`src/rtl/shared_pkg.sv`:
```
// Shared types and default sizes for the burst-capable SPI RAM.
// The opcode lives in the top two bits of every command word.
package shared_pkg;

    typedef enum logic [1:0] {
        OP_WR_ADDR = 2'b00,
        OP_WR_DATA = 2'b01,
        OP_RD_ADDR = 2'b10,
        OP_RD_DATA = 2'b11
    } spi_ram_op_e;

    localparam int DEF_MEM_WIDTH = 8;
    localparam int DEF_ADDR_SIZE = 8;
    localparam int DEF_MEM_DEPTH = 256;

endpackage

```
`src/rtl/spi_ram_rd_pipe.sv`:
```
// Read return path: tracks in-flight reads for READ_LATENCY edges, then holds
// dout/tx_valid until the serialiser side accepts the word.
module spi_ram_rd_pipe #(
    parameter int MEM_WIDTH    = 8,
    parameter int READ_LATENCY = 1
) (
    input  logic                 clk,
    input  logic                 rst,
    input  logic                 rd_start,
    input  logic [MEM_WIDTH-1:0] ram_data,
    input  logic                 tx_ready,
    output logic [MEM_WIDTH-1:0] dout,
    output logic                 tx_valid,
    output logic                 in_flight
);

    // first_valid_q marks that the RAM output register holds a fresh word
    logic                 first_valid_q;
    logic                 first_valid_d;
    logic                 last_valid;
    logic [MEM_WIDTH-1:0] last_data;

    logic                 tx_valid_q;
    logic                 tx_valid_d;
    logic [MEM_WIDTH-1:0] dout_q;
    logic [MEM_WIDTH-1:0] dout_d;

    always_comb begin
        first_valid_d = rd_start;
    end

    generate
        if (READ_LATENCY == 2) begin : g_lat2
            logic                 second_valid_q;
            logic                 second_valid_d;
            logic [MEM_WIDTH-1:0] second_data_q;
            logic [MEM_WIDTH-1:0] second_data_d;

            always_comb begin
                second_valid_d = first_valid_q;
                second_data_d  = second_data_q;
                if (first_valid_q) begin
                    second_data_d = ram_data;
                end
            end

            always_ff @(posedge clk) begin
                if (rst) begin
                    second_valid_q <= 1'b0;
                end else begin
                    second_valid_q <= second_valid_d;
                end
                second_data_q <= second_data_d;
            end

            assign last_valid = second_valid_q;
            assign last_data  = second_data_q;
            assign in_flight  = first_valid_q | second_valid_q;
        end else begin : g_lat1
            assign last_valid = first_valid_q;
            assign last_data  = ram_data;
            assign in_flight  = first_valid_q;
        end
    endgenerate

    // A new word can only arrive while the hold register is empty, because
    // busy blocks any read from being accepted while tx_valid is high.
    always_comb begin
        tx_valid_d = tx_valid_q;
        dout_d     = dout_q;
        if (tx_valid_q && tx_ready) begin
            tx_valid_d = 1'b0;
        end
        if (last_valid) begin
            tx_valid_d = 1'b1;
            dout_d     = last_data;
        end
    end

    always_ff @(posedge clk) begin
        if (rst) begin
            first_valid_q <= 1'b0;
            tx_valid_q    <= 1'b0;
            dout_q        <= '0;
        end else begin
            first_valid_q <= first_valid_d;
            tx_valid_q    <= tx_valid_d;
            dout_q        <= dout_d;
        end
    end

    assign tx_valid = tx_valid_q;
    assign dout     = dout_q;

endmodule

```
`src/rtl/spi_ram_burst.sv`:
```
// Single-port RAM behind the SPI slave command word, with auto-incrementing
// burst pointers, a configurable read latency and tx_ready back-pressure.
module spi_ram_burst
    import shared_pkg::*;
#(
    parameter int MEM_WIDTH    = DEF_MEM_WIDTH,
    parameter int ADDR_SIZE    = DEF_ADDR_SIZE,
    parameter int MEM_DEPTH    = DEF_MEM_DEPTH,
    parameter int AUTO_INC     = 1,
    parameter int READ_LATENCY = 1
) (
    input  logic                 clk,
    input  logic                 rst,
    input  logic                 rx_valid,
    input  logic [MEM_WIDTH+1:0] din,
    input  logic                 tx_ready,
    output logic [MEM_WIDTH-1:0] dout,
    output logic                 tx_valid,
    output logic [ADDR_SIZE-1:0] addr_wr,
    output logic [ADDR_SIZE-1:0] addr_rd,
    output logic                 busy,
    output logic                 cmd_err
);

    localparam int                   MEM_AW    = (MEM_DEPTH > 1) ? $clog2(MEM_DEPTH) : 1;
    localparam logic [ADDR_SIZE-1:0] LAST_ADDR = ADDR_SIZE'(MEM_DEPTH - 1);
    localparam logic [ADDR_SIZE:0]   DEPTH_EXT = (ADDR_SIZE + 1)'(MEM_DEPTH);

    logic [MEM_WIDTH-1:0] mem [MEM_DEPTH];

    spi_ram_op_e          op;
    logic [MEM_WIDTH-1:0] payload;
    logic [ADDR_SIZE-1:0] cmd_addr;
    logic                 addr_in_range;

    logic [ADDR_SIZE-1:0] addr_wr_q;
    logic [ADDR_SIZE-1:0] addr_wr_d;
    logic [ADDR_SIZE-1:0] addr_rd_q;
    logic [ADDR_SIZE-1:0] addr_rd_d;
    logic                 cmd_err_q;
    logic                 cmd_err_d;
    logic [MEM_WIDTH-1:0] ram_data_q;
    logic [MEM_WIDTH-1:0] ram_data_d;

    logic                 mem_we;
    logic                 rd_accept;
    logic                 pipe_tx_valid;
    logic                 pipe_in_flight;

    function automatic logic [ADDR_SIZE-1:0] next_ptr(input logic [ADDR_SIZE-1:0] ptr);
        return (ptr == LAST_ADDR) ? '0 : ptr + ADDR_SIZE'(1);
    endfunction

    assign op       = spi_ram_op_e'(din[MEM_WIDTH+1:MEM_WIDTH]);
    assign payload  = din[MEM_WIDTH-1:0];
    assign cmd_addr = din[ADDR_SIZE-1:0];
    // Widened by one bit so a full-depth RAM compares cleanly against 2**ADDR_SIZE
    assign addr_in_range = ({1'b0, cmd_addr} < DEPTH_EXT);

    assign busy = pipe_tx_valid | pipe_in_flight;

    always_comb begin
        addr_wr_d = addr_wr_q;
        addr_rd_d = addr_rd_q;
        cmd_err_d = 1'b0;
        mem_we    = 1'b0;
        rd_accept = 1'b0;
        if (rx_valid) begin
            case (op)
                OP_WR_ADDR: begin
                    if (addr_in_range) addr_wr_d = cmd_addr;
                    else               cmd_err_d = 1'b1;
                end
                OP_WR_DATA: begin
                    mem_we = 1'b1;
                    if (AUTO_INC != 0) addr_wr_d = next_ptr(addr_wr_q);
                end
                OP_RD_ADDR: begin
                    if (addr_in_range) addr_rd_d = cmd_addr;
                    else               cmd_err_d = 1'b1;
                end
                OP_RD_DATA: begin
                    if (busy) begin
                        cmd_err_d = 1'b1;
                    end else begin
                        rd_accept = 1'b1;
                        if (AUTO_INC != 0) addr_rd_d = next_ptr(addr_rd_q);
                    end
                end
                default: ;
            endcase
        end
    end

    // Same-edge write and read to one address returns the old word
    always_comb begin
        ram_data_d = ram_data_q;
        if (rd_accept) begin
            ram_data_d = mem[addr_rd_q[MEM_AW-1:0]];
        end
    end

    always_ff @(posedge clk) begin
        if (mem_we) begin
            mem[addr_wr_q[MEM_AW-1:0]] <= payload;
        end
        ram_data_q <= ram_data_d;
    end

    always_ff @(posedge clk) begin
        if (rst) begin
            addr_wr_q <= '0;
            addr_rd_q <= '0;
            cmd_err_q <= 1'b0;
        end else begin
            addr_wr_q <= addr_wr_d;
            addr_rd_q <= addr_rd_d;
            cmd_err_q <= cmd_err_d;
        end
    end

    spi_ram_rd_pipe #(
        .MEM_WIDTH   (MEM_WIDTH),
        .READ_LATENCY(READ_LATENCY)
    ) u_rd_pipe (
        .clk      (clk),
        .rst      (rst),
        .rd_start (rd_accept),
        .ram_data (ram_data_q),
        .tx_ready (tx_ready),
        .dout     (dout),
        .tx_valid (pipe_tx_valid),
        .in_flight(pipe_in_flight)
    );

    assign tx_valid = pipe_tx_valid;
    assign addr_wr  = addr_wr_q;
    assign addr_rd  = addr_rd_q;
    assign cmd_err  = cmd_err_q;

endmodule

```
`config.mk`:
```
export PLATFORM = sky130hd
export DESIGN_NAME = spi_ram_burst
export DESIGN_NICKNAME = d
export VERILOG_FILES = /design/src/rtl/shared_pkg.sv /design/src/rtl/spi_ram_rd_pipe.sv /design/src/rtl/spi_ram_burst.sv
export SDC_FILE = /design/constraint.sdc
export NUM_CORES = 2
export LEC_CHECK = 0
export BUFFER_PORTS_ARGS = -buffer_cell sky130_fd_sc_hd__buf_2
export CAP_MARGIN = 20
export CELL_PAD_IN_SITES_DETAIL_PLACEMENT = 1
export CELL_PAD_IN_SITES_GLOBAL_PLACEMENT = 1
export CORE_MARGIN = 2
export CORE_UTILIZATION = 50
export DETAILED_ROUTE_END_ITERATION = 12
export PLACE_DENSITY = 0.72
export SYNTH_ARGS = -nofsm -noshare
export SYNTH_HDL_FRONTEND = slang
export SYNTH_SLANG_ARGS = --single-unit
export TNS_END_PERCENT = 50
```
`constraint.sdc`:
```
create_clock -name clk -period 3.6 [get_ports clk]
set_input_delay 0.54 -clock clk [delete_from_list [all_inputs] [get_ports clk]]
set_output_delay 0.54 -clock clk [all_outputs]
set_load 0.005 [all_outputs]
```
==> results.py <==
metrics = {
    "status": {
        "status": "complete, no violations",
    },
    "timing": {
        "timing.slew.headroom_pct": 22.6,
        "whs_ps": 43.5,
        "fin_crit_ps": 3490,
        "setup_viol": 0,
        "rsz0062_at_grt": "no",
        "hold_violations": 0,
        "period_share_pct": 96.9,
        "tightest_slew_ps": 1160,
        "drv_slew": 0,
        "setup-tns-final_ps": 0,
        "skew_ps": 45.7,
        "fmax_ghz": 0.287,
    },
    "yosys": {
        "synthFlopType": "edfxtp_1",
        "syn_area_sq_um": 80800,
        "syn_avg_cell_area_sq_um": 20.7,
        "ys_types": 68,
        "ys_seq_area_share_pct": 77.0,
        "async_flop_share_pct": 0,
        "ys_seq_elements": 2083,
        "synth_top_area_share_pct": 76.4,
        "synthTopCellsByArea": "edfxtp_1 (76%), mux4_2 (13%), nor2_1 (1.5%)",
        "yosys.area.top_type": "edfxtp_1",
        "yosysWarnings": 0,
        "syn_nets": 3922,
        "syn_inst": 3903,
        "synth-edff-count": 2056,
    },
    "final_layout": {
        "fill_cells": 13700,
        "design_area_sq_um": 92700,
        "syn2layout_area_growth_pct": 14.7,
        "drive_gt1_share_pct": 28.3,
        "nNetsFinal": 4346,
        "fin_util_pct": 57.7,
    },
    "placed_design": {
        "dpl_cell_area_sq_um": 86400,
        "io_buffers": 40,
        "routabilityCongestion": 0.861,
        "dp_hpwl_mm": 141,
    },
    "grt": {
        "grt_usage_pct": 27.4,
        "grt-ovfl-total": 0,
        "grt_pass1_vias": 44500,
        "grt_max_degree": 140,
        "grt_pass1_wl_mm": 322,
        "antenna_found_initial": 6,
    },
    "clock_tree": {
        "cts_tree": "yes",
        "cts_inserted_buffers": 200,
        "cts_sinks": 2083,
        "htreeDepth": 4,
        "clk_latency_ps": 850,
        "clk_pin_slew_ps": 60,
        "cts-resized-gates": 0,
        "clockBufferDepth": 3,
        "cts_root_buf": "clkbuf_16",
    },
    "power_and_ir_drop": {
        "power.switching_w": 0.0109,
        "p_clk_share_pct": 41.1,
        "finalPower_w": 0.0500,
        "peakVddDrop_mv": 0.409,
        "sequentialPowerShare_pct": 53.4,
        "p_comb_share_pct": 5.5,
        "p_leak_nw": 28.8,
        "internal_power_w": 0.0391,
        "power.density_nw_per_um2": 539,
        "switching_share_pct": 21.7,
    },
    "detailed_routing": {
        "drtAntennaViolNets": 0,
        "viasPerCell": 6.39,
        "dr_total_vias": 42600,
        "dr.pass1.iters": 6,
        "drc": 0,
        "wl_per_cell_microns": 33.5,
        "first_iter_violations": 5433,
        "wl_mm": 223,
    },
    "critical_path": {
        "required_ps": 4180,
        "crit_top_cell": "mux4_2",
        "slowest_stage": "dfxtp_4",
        "cp.arrival_ps": 4070,
        "path_cells": "buf_12, mux4_2, mux4_2, a211oi_1, o2bb2ai_1, nor3_1",
        "max_stage_delay_ps": 840,
        "worstPathMaxFanout": 68,
        "start_kind": "register",
        "end_kind": "register",
        "critical_path_class": "reg -> reg",
    },
    "floorplanning": {
        "start_util_pct": 50.4,
        "rows": 147,
        "die_area_sq_um": 165000,
        "core_sq_um": 161000,
        "io_pins": 41,
        "die_x_microns": 406,
        "die_h_microns": 406,
    },
    "hold_path": {
        "min-delay-path-class": "in -> reg",
    },
    "job": {
        "cap_violations": 0,
    },
}
-- synthesized netlist by cell type, types with 20 or more instances --
cell type / instances
nand2_1: 108
a221oi_1: 20
o21ai_0: 37
buf_2: 64
mux4_2: 466
a21oi_1: 63
buf_4: 30
clkbuf_1: 114
dfxtp_1: 27
edfxtp_1: 2056
o22ai_1: 45
nor2_1: 317
a22oi_1: 112
nor3_1: 30
mux2_2: 25
mux2i_1: 83
o221ai_1: 40
a22o_1: 29
-- cells in the final DEF (no fill, tap or decap), drive strengths merged, types with 15 or more instances in the layout --
cell type  instances
a22oi            112
edfxtp          2056
a211oi            18
nand3             16
dfxtp             27
o22ai             45
clkinv            91
mux4             466
a21oi             63
buf              458
bufinv            15
o221ai            40
nor2b             19
a22o              29
mux2i             83
mux2              25
nor3              30
o21ai             37
nand2            108
nor4              16
nand2b            16
nor2             317
clkbuf           259
a221oi            20
-- stage by stage --
step	cells	setup slack, ps
final	6662	112
after global routing	6661	2.49
after CTS	6661	168
after detailed placement	6284	177
after global placement	6284	117
after floorplan	3903	1110
-- what timing repair did --
action                    4_1_cts  5_1_grt
hold endpoints to repair        2        0
hold buffers                    1        0
setup buffers                   0        0
-- worst paths after layout --
path,from,endpoint,slack (ps),depth (start not counted)
setup / recovery,addr_rd[1],ram_data_q[1],110,6
hold / removal,tx_ready,u_rd_pipe.tx_valid,40,4
setup reg to reg,addr_rd[1],ram_data_q[1],110,6
hold reg to reg,u_rd_pipe.dout[7],u_rd_pipe.dout[7],490,2
-- logic make-up (layout without fill, tap and decap cells) --
logic type / count (synthesis) / count (layout) / synth area share, %
adders and majority gates: 5 / 5 / 0.0774
DFF: 2083 / 2083 / 77.0
and+or+nand+nor: 564 / 564 / 3.04
AOI/OAI and AO/OA: 427 / 427 / 3.79
buffers and inverters: 249 / 847 / 1.70
muxes: 574 / 574 / 14.4
other: 0 / 1 / 0
xor gates and xnor gates: 1 / 1 / 0.0108
-- critical path, delay by kind of cell, from the launching register on --
| kind | cells | cell delay (ps) |
|---|---|---|
| mux | 2 | 910 |
| flops | 1 | 840 |
| simple gates | 1 | 110 |
| buf+inv | 1 | 440 |
| compound gates | 2 | 860 |
-- power by group through the flow --
stage / Clock, W / Combinational, W / Sequential [W]
after floorplan: 0 / 0.00150 / 0.0272
after global placement: 0 / 0.00267 / 0.0272
after detailed placement: 0 / 0.00273 / 0.0272
after CTS: 0.0208 / 0.00275 / 0.0267
after global routing: 0.0215 / 0.00289 / 0.0267
final: 0.0205 / 0.00276 / 0.0267
-- state kept, by name, indices dropped and copies added, names as in the netlist --
register and flops:
u_rd_pipe.dout 8, mem 2048, u_rd_pipe.tx_valid 1, addr_rd 8
addr_wr 8, ram_data_q 8, cmd_err 1, u_rd_pipe.in_flight 1
-- area by class of cell --
cell class                 count  area [sq um]  area share (%)
sequential                  2083         62300            67.2
antenna                        1          2.50         0.00270
tap                         2160          2700            2.91
clock buffer                 252          5250            5.66
timing repair buffer         466          4090            4.41
multi-input combinational   1571         17300            18.6
inverter                       5          18.8          0.0202
clock inverter               124          1100            1.19
-- layer usage --
| metal | wire length (microns) | track usage [%] | vias up | share of wire, % |
|---|---|---|---|---|
| met2 | 107000 | 43.3 | 2286 | 48 |
| li1 | - | - | 17100 | - |
| met3 | 21100 | 6.14 | 406 | 9.5 |
| met5 | 42 | 0 | - | 0.019 |
| met1 | 86600 | 37.7 | 22700 | 39 |
| met4 | 8350 | 10.3 | 6 | 3.7 |
Note: power is estimated with default switching activity, not from simulation.
